<file path="src/rtl/pcnt_pkg.sv">
// Shared definitions for the pulse-counter scan stream (sequencer and receiver).
package pcnt_pkg;

   localparam int unsigned CH_W       = 3;
   localparam int unsigned DATA_W_DEF = 10;
   localparam int unsigned NUM_CH_DEF = 6;

   typedef enum logic [0:0] {
      StIdle,
      StShift
   } rx_state_e;

   // Increment that sticks at the given ceiling.
   function automatic logic [CH_W-1:0] sat_inc(input logic [CH_W-1:0] val,
                                               input logic [CH_W-1:0] ceil);
      return (val >= ceil) ? val : val + 1'b1;
   endfunction

endpackage

</file>
<file path="src/rtl/rx_out_reg.sv">
// Single-entry valid/ready holding register for received words.
// A commit loads when the entry is free or being drained this cycle; otherwise it is
// refused and reported as an overrun, leaving the held word untouched.
module rx_out_reg
   import pcnt_pkg::*;
#(
   parameter int unsigned DATA_W = DATA_W_DEF
) (
   input  logic              clk,
   input  logic              reset,
   input  logic              commit,
   input  logic [DATA_W-1:0] commit_data,
   input  logic [CH_W-1:0]   commit_ch,
   input  logic              word_ready,
   output logic [DATA_W-1:0] word_data,
   output logic [CH_W-1:0]   word_ch,
   output logic              word_valid,
   output logic              commit_ok,
   output logic              commit_ovr
);

   logic [DATA_W-1:0] data_q;
   logic [CH_W-1:0]   ch_q;
   logic              valid_q;
   logic              accept;

   // Handshake decode: drain, successful load, or refused load.
   always_comb begin
      accept     = valid_q & word_ready;
      commit_ok  = commit & (~valid_q | accept);
      commit_ovr = commit & valid_q & ~word_ready;
   end

   // Holding register; a load in the same cycle as a drain keeps valid high.
   always_ff @(posedge clk or posedge reset) begin
      if (reset) begin
         data_q  <= '0;
         ch_q    <= '0;
         valid_q <= 1'b0;
      end else if (commit_ok) begin
         data_q  <= commit_data;
         ch_q    <= commit_ch;
         valid_q <= 1'b1;
      end else if (accept) begin
         valid_q <= 1'b0;
      end
   end

   assign word_data  = data_q;
   assign word_ch    = ch_q;
   assign word_valid = valid_q;

endmodule

</file>
<file path="src/rtl/scan_slot_rx.sv">
// Scan stream slot receiver: rebuilds each serial slot (sl strobe + MSB-first count)
// into a channel-tagged parallel word, tracks slots per scan, flags framing/overrun.
module scan_slot_rx
   import pcnt_pkg::*;
#(
   parameter int unsigned DATA_W = DATA_W_DEF,
   parameter int unsigned NUM_CH = NUM_CH_DEF
) (
   input  logic              clk,
   input  logic              reset,
   input  logic              tick,
   input  logic              sl,
   input  logic              sdi,
   input  logic [CH_W-1:0]   ch_addr,
   input  logic              scan_done,
   output logic [DATA_W-1:0] word_data,
   output logic [CH_W-1:0]   word_ch,
   output logic              word_valid,
   input  logic              word_ready,
   output logic              frame_done,
   output logic [CH_W-1:0]   slot_cnt,
   output logic              err_frame,
   output logic              err_ovr,
   input  logic              err_clr
);

   localparam int unsigned     CNT_W    = (DATA_W > 1) ? $clog2(DATA_W) : 1;
   localparam logic [CNT_W-1:0] LAST_BIT = CNT_W'(DATA_W - 1);
   localparam logic [CH_W-1:0]  SLOT_MAX = CH_W'(NUM_CH);

   rx_state_e         state_q, state_d;
   logic [CH_W-1:0]   cur_ch_q, cur_ch_d;
   logic [DATA_W-1:0] shreg_q, shreg_d;
   logic [CNT_W-1:0]  bit_cnt_q, bit_cnt_d;
   logic [CH_W-1:0]   slot_cnt_q, slot_cnt_d;
   logic              frame_done_q, frame_done_d;
   logic              err_frame_q, err_frame_d;
   logic              err_ovr_q, err_ovr_d;

   logic [DATA_W-1:0] shifted;
   logic              commit;
   logic              frame_evt;
   logic              commit_ok;
   logic              commit_ovr;

   assign shifted = {shreg_q[DATA_W-2:0], sdi};

   // Slot FSM: start on sl, shift DATA_W bits, commit on the last one.
   always_comb begin
      state_d   = state_q;
      cur_ch_d  = cur_ch_q;
      shreg_d   = shreg_q;
      bit_cnt_d = bit_cnt_q;
      commit    = 1'b0;
      frame_evt = 1'b0;
      unique case (state_q)
         StIdle: begin
            if (tick && sl) begin
               cur_ch_d  = ch_addr;
               shreg_d   = '0;
               bit_cnt_d = '0;
               state_d   = StShift;
            end
         end
         StShift: begin
            if (tick) begin
               if (sl) begin
                  // Early strobe: drop the partial word; scan end takes us out entirely.
                  frame_evt = 1'b1;
                  if (scan_done) begin
                     state_d = StIdle;
                  end else begin
                     cur_ch_d  = ch_addr;
                     shreg_d   = '0;
                     bit_cnt_d = '0;
                  end
               end else if (bit_cnt_q == LAST_BIT) begin
                  // Completing bit wins over a coincident scan end.
                  shreg_d = shifted;
                  commit  = 1'b1;
                  state_d = StIdle;
               end else if (scan_done) begin
                  frame_evt = 1'b1;
                  state_d   = StIdle;
               end else begin
                  shreg_d   = shifted;
                  bit_cnt_d = bit_cnt_q + 1'b1;
               end
            end
         end
         default: state_d = StIdle;
      endcase
   end

   // Per-scan counters and sticky errors; a set event beats err_clr.
   always_comb begin
      slot_cnt_d   = slot_cnt_q;
      frame_done_d = tick & scan_done;
      if (tick && scan_done) begin
         slot_cnt_d = '0;
      end else if (commit_ok) begin
         slot_cnt_d = sat_inc(slot_cnt_q, SLOT_MAX);
      end
      err_frame_d = frame_evt | (err_frame_q & ~err_clr);
      err_ovr_d   = commit_ovr | (err_ovr_q & ~err_clr);
   end

   // State registers.
   always_ff @(posedge clk or posedge reset) begin
      if (reset) begin
         state_q      <= StIdle;
         cur_ch_q     <= '0;
         shreg_q      <= '0;
         bit_cnt_q    <= '0;
         slot_cnt_q   <= '0;
         frame_done_q <= 1'b0;
         err_frame_q  <= 1'b0;
         err_ovr_q    <= 1'b0;
      end else begin
         state_q      <= state_d;
         cur_ch_q     <= cur_ch_d;
         shreg_q      <= shreg_d;
         bit_cnt_q    <= bit_cnt_d;
         slot_cnt_q   <= slot_cnt_d;
         frame_done_q <= frame_done_d;
         err_frame_q  <= err_frame_d;
         err_ovr_q    <= err_ovr_d;
      end
   end

   rx_out_reg #(
      .DATA_W (DATA_W)
   ) u_out_reg (
      .clk         (clk),
      .reset       (reset),
      .commit      (commit),
      .commit_data (shifted),
      .commit_ch   (cur_ch_q),
      .word_ready  (word_ready),
      .word_data   (word_data),
      .word_ch     (word_ch),
      .word_valid  (word_valid),
      .commit_ok   (commit_ok),
      .commit_ovr  (commit_ovr)
   );

   assign frame_done = frame_done_q;
   assign slot_cnt   = slot_cnt_q;
   assign err_frame  = err_frame_q;
   assign err_ovr    = err_ovr_q;

endmodule

</file>
<file path="config.mk">
export PLATFORM = sky130hd
export DESIGN_NAME = scan_slot_rx
export DESIGN_NICKNAME = d
export VERILOG_FILES = /design/src/rtl/pcnt_pkg.sv /design/src/rtl/rx_out_reg.sv /design/src/rtl/scan_slot_rx.sv
export SDC_FILE = /design/constraint.sdc
export NUM_CORES = 1
export LEC_CHECK = 0
export CORE_ASPECT_RATIO = 0.8
export CORE_MARGIN = 2
export CORE_UTILIZATION = 55
export DETAILED_ROUTE_END_ITERATION = 8
export DONT_BUFFER_PORTS = 1
export PLACE_DENSITY_LB_ADDON = 0.12
export SYNTH_ARGS = -nofsm -noshare
export SYNTH_HDL_FRONTEND = slang
export SYNTH_SLANG_ARGS = --single-unit
</file>
<file path="constraint.sdc">
create_clock -name clk -period 1.6 [get_ports clk]
set_input_delay 0.32 -clock clk [delete_from_list [all_inputs] [get_ports clk]]
set_output_delay 0.32 -clock clk [all_outputs]
set_load 0.02 [all_outputs]
</file>
==> summary.md <==
| Metric | Value |
|---|---|
| TritonCTS Buffers | 5 |
| Proportion of register bits with asynchronous set or reset after synthesis | 100% |
| Area share of the largest cell type after synthesis | 55.0% |
| Routed len/inst | 16.5 um |
| Distinct cell type count of the synthesized netlist | 30 |
| Cell area after layout | 2030 um^2 |
| Sequential area share after synthesis | 55.0% |
| Post-detail-place hpwl | 2150 um |
| Outcome | finished with violations |
| Placer's final routability congestion estimate | 0.838 |
| Count of buffer and inverter cells on the critical path | 2 |
| Critical path arrival | 1800 ps |
| Violation count after the first detailed-route iteration | 86 |
| Flip-flop and latch count after synthesis | 37 |
| Critical Setup Path Class | flip-flop to flip-flop |
| Top cell types by occurrence after synthesis | sky130_fd_sc_hd__dfrtp_1, sky130_fd_sc_hd__nand2_1, sky130_fd_sc_hd__mux2_2 |
| Worst min-delay path class | primary input to asynchronous set/reset pin |
| Clk buf depth | 2 |
| Via count | 1154 |
| Startpoint of the lowest-slack register-to-register path | bit_cnt_q[1] |
| Post-DP Area | 1810 um^2 |
| Area growth from synthesis to layout | 20.8% |
| Failing checks | negative setup slack |
| Post-route DRC | 0 |
| Cell Area, Synth | 1680 um^2 |
| Power density relative to cell area | 934 nW/um^2 |
| Data required time of the worst path | 1760 ps |
| Count of warnings emitted by yosys | 0 |
| Initial Utilization | 59.5% |
| Number of nets with antenna violations after routing | 0 |
| Wire length of the first global-routing pass | 5510 um |
| Htree depth | 2 |
| # setup viols final | 13 |
| Crit-path max FO | 7 |
| Maximum operating frequency | 0.609 GHz |
| Sequence of cells on the critical path | inv_2 > ha_4 > nand3b_1 > nor3_4 > buf_6 > mux2_4 |
| Finished Core Util | 71.9% |
| Worst slew pin tran | 452 ps |
| Design internal power | 1.42 mW |
| Chip height | 53.5 um |
| Top post-synthesis cells by area | sky130_fd_sc_hd__dfrtp_1, sky130_fd_sc_hd__mux2_2, sky130_fd_sc_hd__mux2i_1 |
| Net count after synthesis | 157 |
| Mean number of vias per cell | 5.66 |
| Horiz. Die Dim | 65.8 um |
| Sequential share of power | 54.1% |
| Stage delay of the slowest cell on the critical path | 390 ps |
| Total detailed-routing wirelength | 3360 um |
| Slowest cell on the critical path | sky130_fd_sc_hd__dfrtp_1 |
| Layout Skew | 5.18 ps |
| Endpoint of the lowest-slack register-to-register path | u_out_reg.word_ch[0] |
| Placed Cells | 189 |
| Crit path capture type | flip-flop |
| Max-slew violations | 0 |
| Final number of hold-violating endpoints | 0 |
| Floorplan core area | 2830 um^2 |
| Unrepaired setup endpoints after global routing | yes |
| Most used flip-flop cell after synthesis | sky130_fd_sc_hd__dfrtp_1 |
| Most repeated cell in the gate-level netlist after synthesis | sky130_fd_sc_hd__dfrtp_1 |
| Die area | 3520 um^2 |
| Net count reported at finish | 179 |
| Reported net switching power | 0.482 mW |
| IR Drop Worst-Case VDD | 0.701 mV |
| Port bufs | 0 |
| Clock transition at the register clock pins on the worst setup and hold paths after CTS | 70 ps |
| Fraction of layout cells with a size suffix above 1 | 31.3% |
| Avg Cell Area, Syn | 11.8 um^2 |
| Fin crit share | 103% |
| Relative slew slack | 69.8% |
| Time the final worst path needs with I/O delays and setup | 1640 ps |
| Cell class contributing the biggest share of worst-path delay | simple AND/OR/NAND/NOR gates |
| Number of maximum-capacitance violations | 0 |
| Number of top-level design ports | 31 |
| Cells after Synth | 143 |
| Non-filler instance count after layout | 204 |
| Static Leakage | 0.938 nW |
| Post-synth top area cell | sky130_fd_sc_hd__dfrtp_1 |
| First-pass iteration count of the detailed router | 4 |
| EDFF count, synth | 0 |
| Maximum number of pins on one net before global-route repair | 38 |
| Antenna violations before repair | 0 |
| FF-to-FF path depth | 6 |
| Via count of the first global-routing pass | 1190 |
| Switching fraction of total power | 25.4% |
| Row Count | 17 |
| Number of antenna cells inserted | 0 |
| Type of origin of the critical path | flip-flop |
| Combinational fraction of design power | 14.0% |
| Overall routing resource usage | 22.2% |
| Clock share of power | 31.9% |
| Clock tree from TritonCTS | yes |
| Root Driver | sky130_fd_sc_hd__clkbuf_8 |
| Clk Latency, worst-skew pair | 280 ps |
| Congestion Overflow GR | 0 |
| Setup slack on the worst flop-to-flop path | -40 ps |
| Clock sink total | 37 |
| Min setup slack post-route | -41.2 ps |
==> flip-flops by register name, summed over array words and instances, names as in the netlist <==
register and count:
u_out_reg.word_valid 1, cur_ch_q 3, err_ovr 1, u_out_reg.word_ch 3, err_frame 1, frame_done 1
shreg_q 9, slot_cnt 3, bit_cnt_q 4, u_out_reg.word_data 10, state_q 1
==> area by class of cell <==
class,instances,area (um^2)
flip-flops and latches,37,926
clock buffers,6,72.6
inverters,14,52.6
multi-input cells,87,763
well taps,38,47.5
repair buffers,20,161
clock inverters,2,10.0
fillers,204,796
==> logic make-up after synthesis <==
kind of cell / count (synthesis) / synth area share [%]
AOI/OAI and AO/OA: 19 / 7.81
adders and majority gates: 3 / 2.23
buffers and inverters: 19 / 4.91
DFF: 37 / 55.0
muxes: 29 / 18.4
and+or+nand+nor: 36 / 11.6
==> timing repair <==
action                                  CTS  global route
setup buffers                             6             1
gates cloned                              2             0
pin swaps                                 3             2
gates resized for setup                  22             5
hold buffers                              0             0
endpoints found under the setup margin   15            27
==> per-layer routing <==
layer | track usage [%] | up-vias | wire length [um] | share of wire (%)
met5 | 0 | - | 0 | 0
met2 | 35.9 | 31 | 1640 | 49
met4 | 9.38 | 0 | 26 | 0.77
met3 | 8.09 | 2 | 192 | 5.7
met1 | 26.9 | 588 | 1510 | 45
li1 | - | 533 | - | -
==> power groups by stage <==
stage | Combinational (mW) | Clock [mW] | Sequential, mW
after CTS | 0.243 | 0.622 | 1.03
after detailed placement | 0.218 | 0 | 1.04
final | 0.266 | 0.606 | 1.03
after global routing | 0.297 | 0.662 | 1.03
after global placement | 0.205 | 0 | 1.04
after floorplan | 0.151 | 0 | 1.03
==> how the worst max path moves through the flow <==
stage                       from                endpoint  slack, ps  depth (start not counted)
floorplan           bit_cnt_q[1]  u_out_reg.word_data[0]        -70                          6
global placement    bit_cnt_q[1]             slot_cnt[0]        -70                          5
detailed placement  bit_cnt_q[1]  u_out_reg.word_data[2]       -100                          6
CTS                 bit_cnt_q[1]  u_out_reg.word_data[0]        -30                          7
global route        bit_cnt_q[1]    u_out_reg.word_ch[0]       -120                          6
finish              bit_cnt_q[1]    u_out_reg.word_ch[0]        -40                          6
==> cells in the final DEF, fill, tap and decap left out, types with 2 or more instances in the layout <==
master,count
sky130_fd_sc_hd__a211oi_1,2
sky130_fd_sc_hd__a21oi_1,2
sky130_fd_sc_hd__and3b_1,2
sky130_fd_sc_hd__buf_4,17
sky130_fd_sc_hd__buf_6,3
sky130_fd_sc_hd__clkbuf_8,5
sky130_fd_sc_hd__clkinv_2,2
sky130_fd_sc_hd__dfrtp_1,37
sky130_fd_sc_hd__ha_1,2
sky130_fd_sc_hd__inv_1,13
sky130_fd_sc_hd__mux2_2,3
sky130_fd_sc_hd__mux2_4,13
sky130_fd_sc_hd__mux2i_1,13
sky130_fd_sc_hd__nand2_1,19
sky130_fd_sc_hd__nand2b_1,2
sky130_fd_sc_hd__nand3b_1,2
sky130_fd_sc_hd__nor2_1,3
sky130_fd_sc_hd__nor2b_1,2
sky130_fd_sc_hd__o21ai_0,3
sky130_fd_sc_hd__o21bai_1,2
sky130_fd_sc_hd__o22ai_1,3
==> worst register-to-register path, stage by stage, from the launching register on <==
cell and delay (ps):
sky130_fd_sc_hd__dfrtp_1 390, sky130_fd_sc_hd__inv_2 80, sky130_fd_sc_hd__ha_4 120, sky130_fd_sc_hd__nand3b_1 170
sky130_fd_sc_hd__nor3_4 270, sky130_fd_sc_hd__buf_6 190, sky130_fd_sc_hd__mux2_4 310
==> metrics by stage <==
stage	hold slack, ps	power [mW]	TNS (ps)	setup slack [ps]
after floorplan	419	1.18	-617	-66.7
final	25.3	1.90	-390	-41.2
after global routing	51.1	1.99	-2270	-115
after global placement	340	1.24	-483	-68.4
after CTS	37.9	1.89	-548	-32.1
after detailed placement	350	1.26	-1190	-97.7
Note: power is estimated with default switching activity, not from simulation.
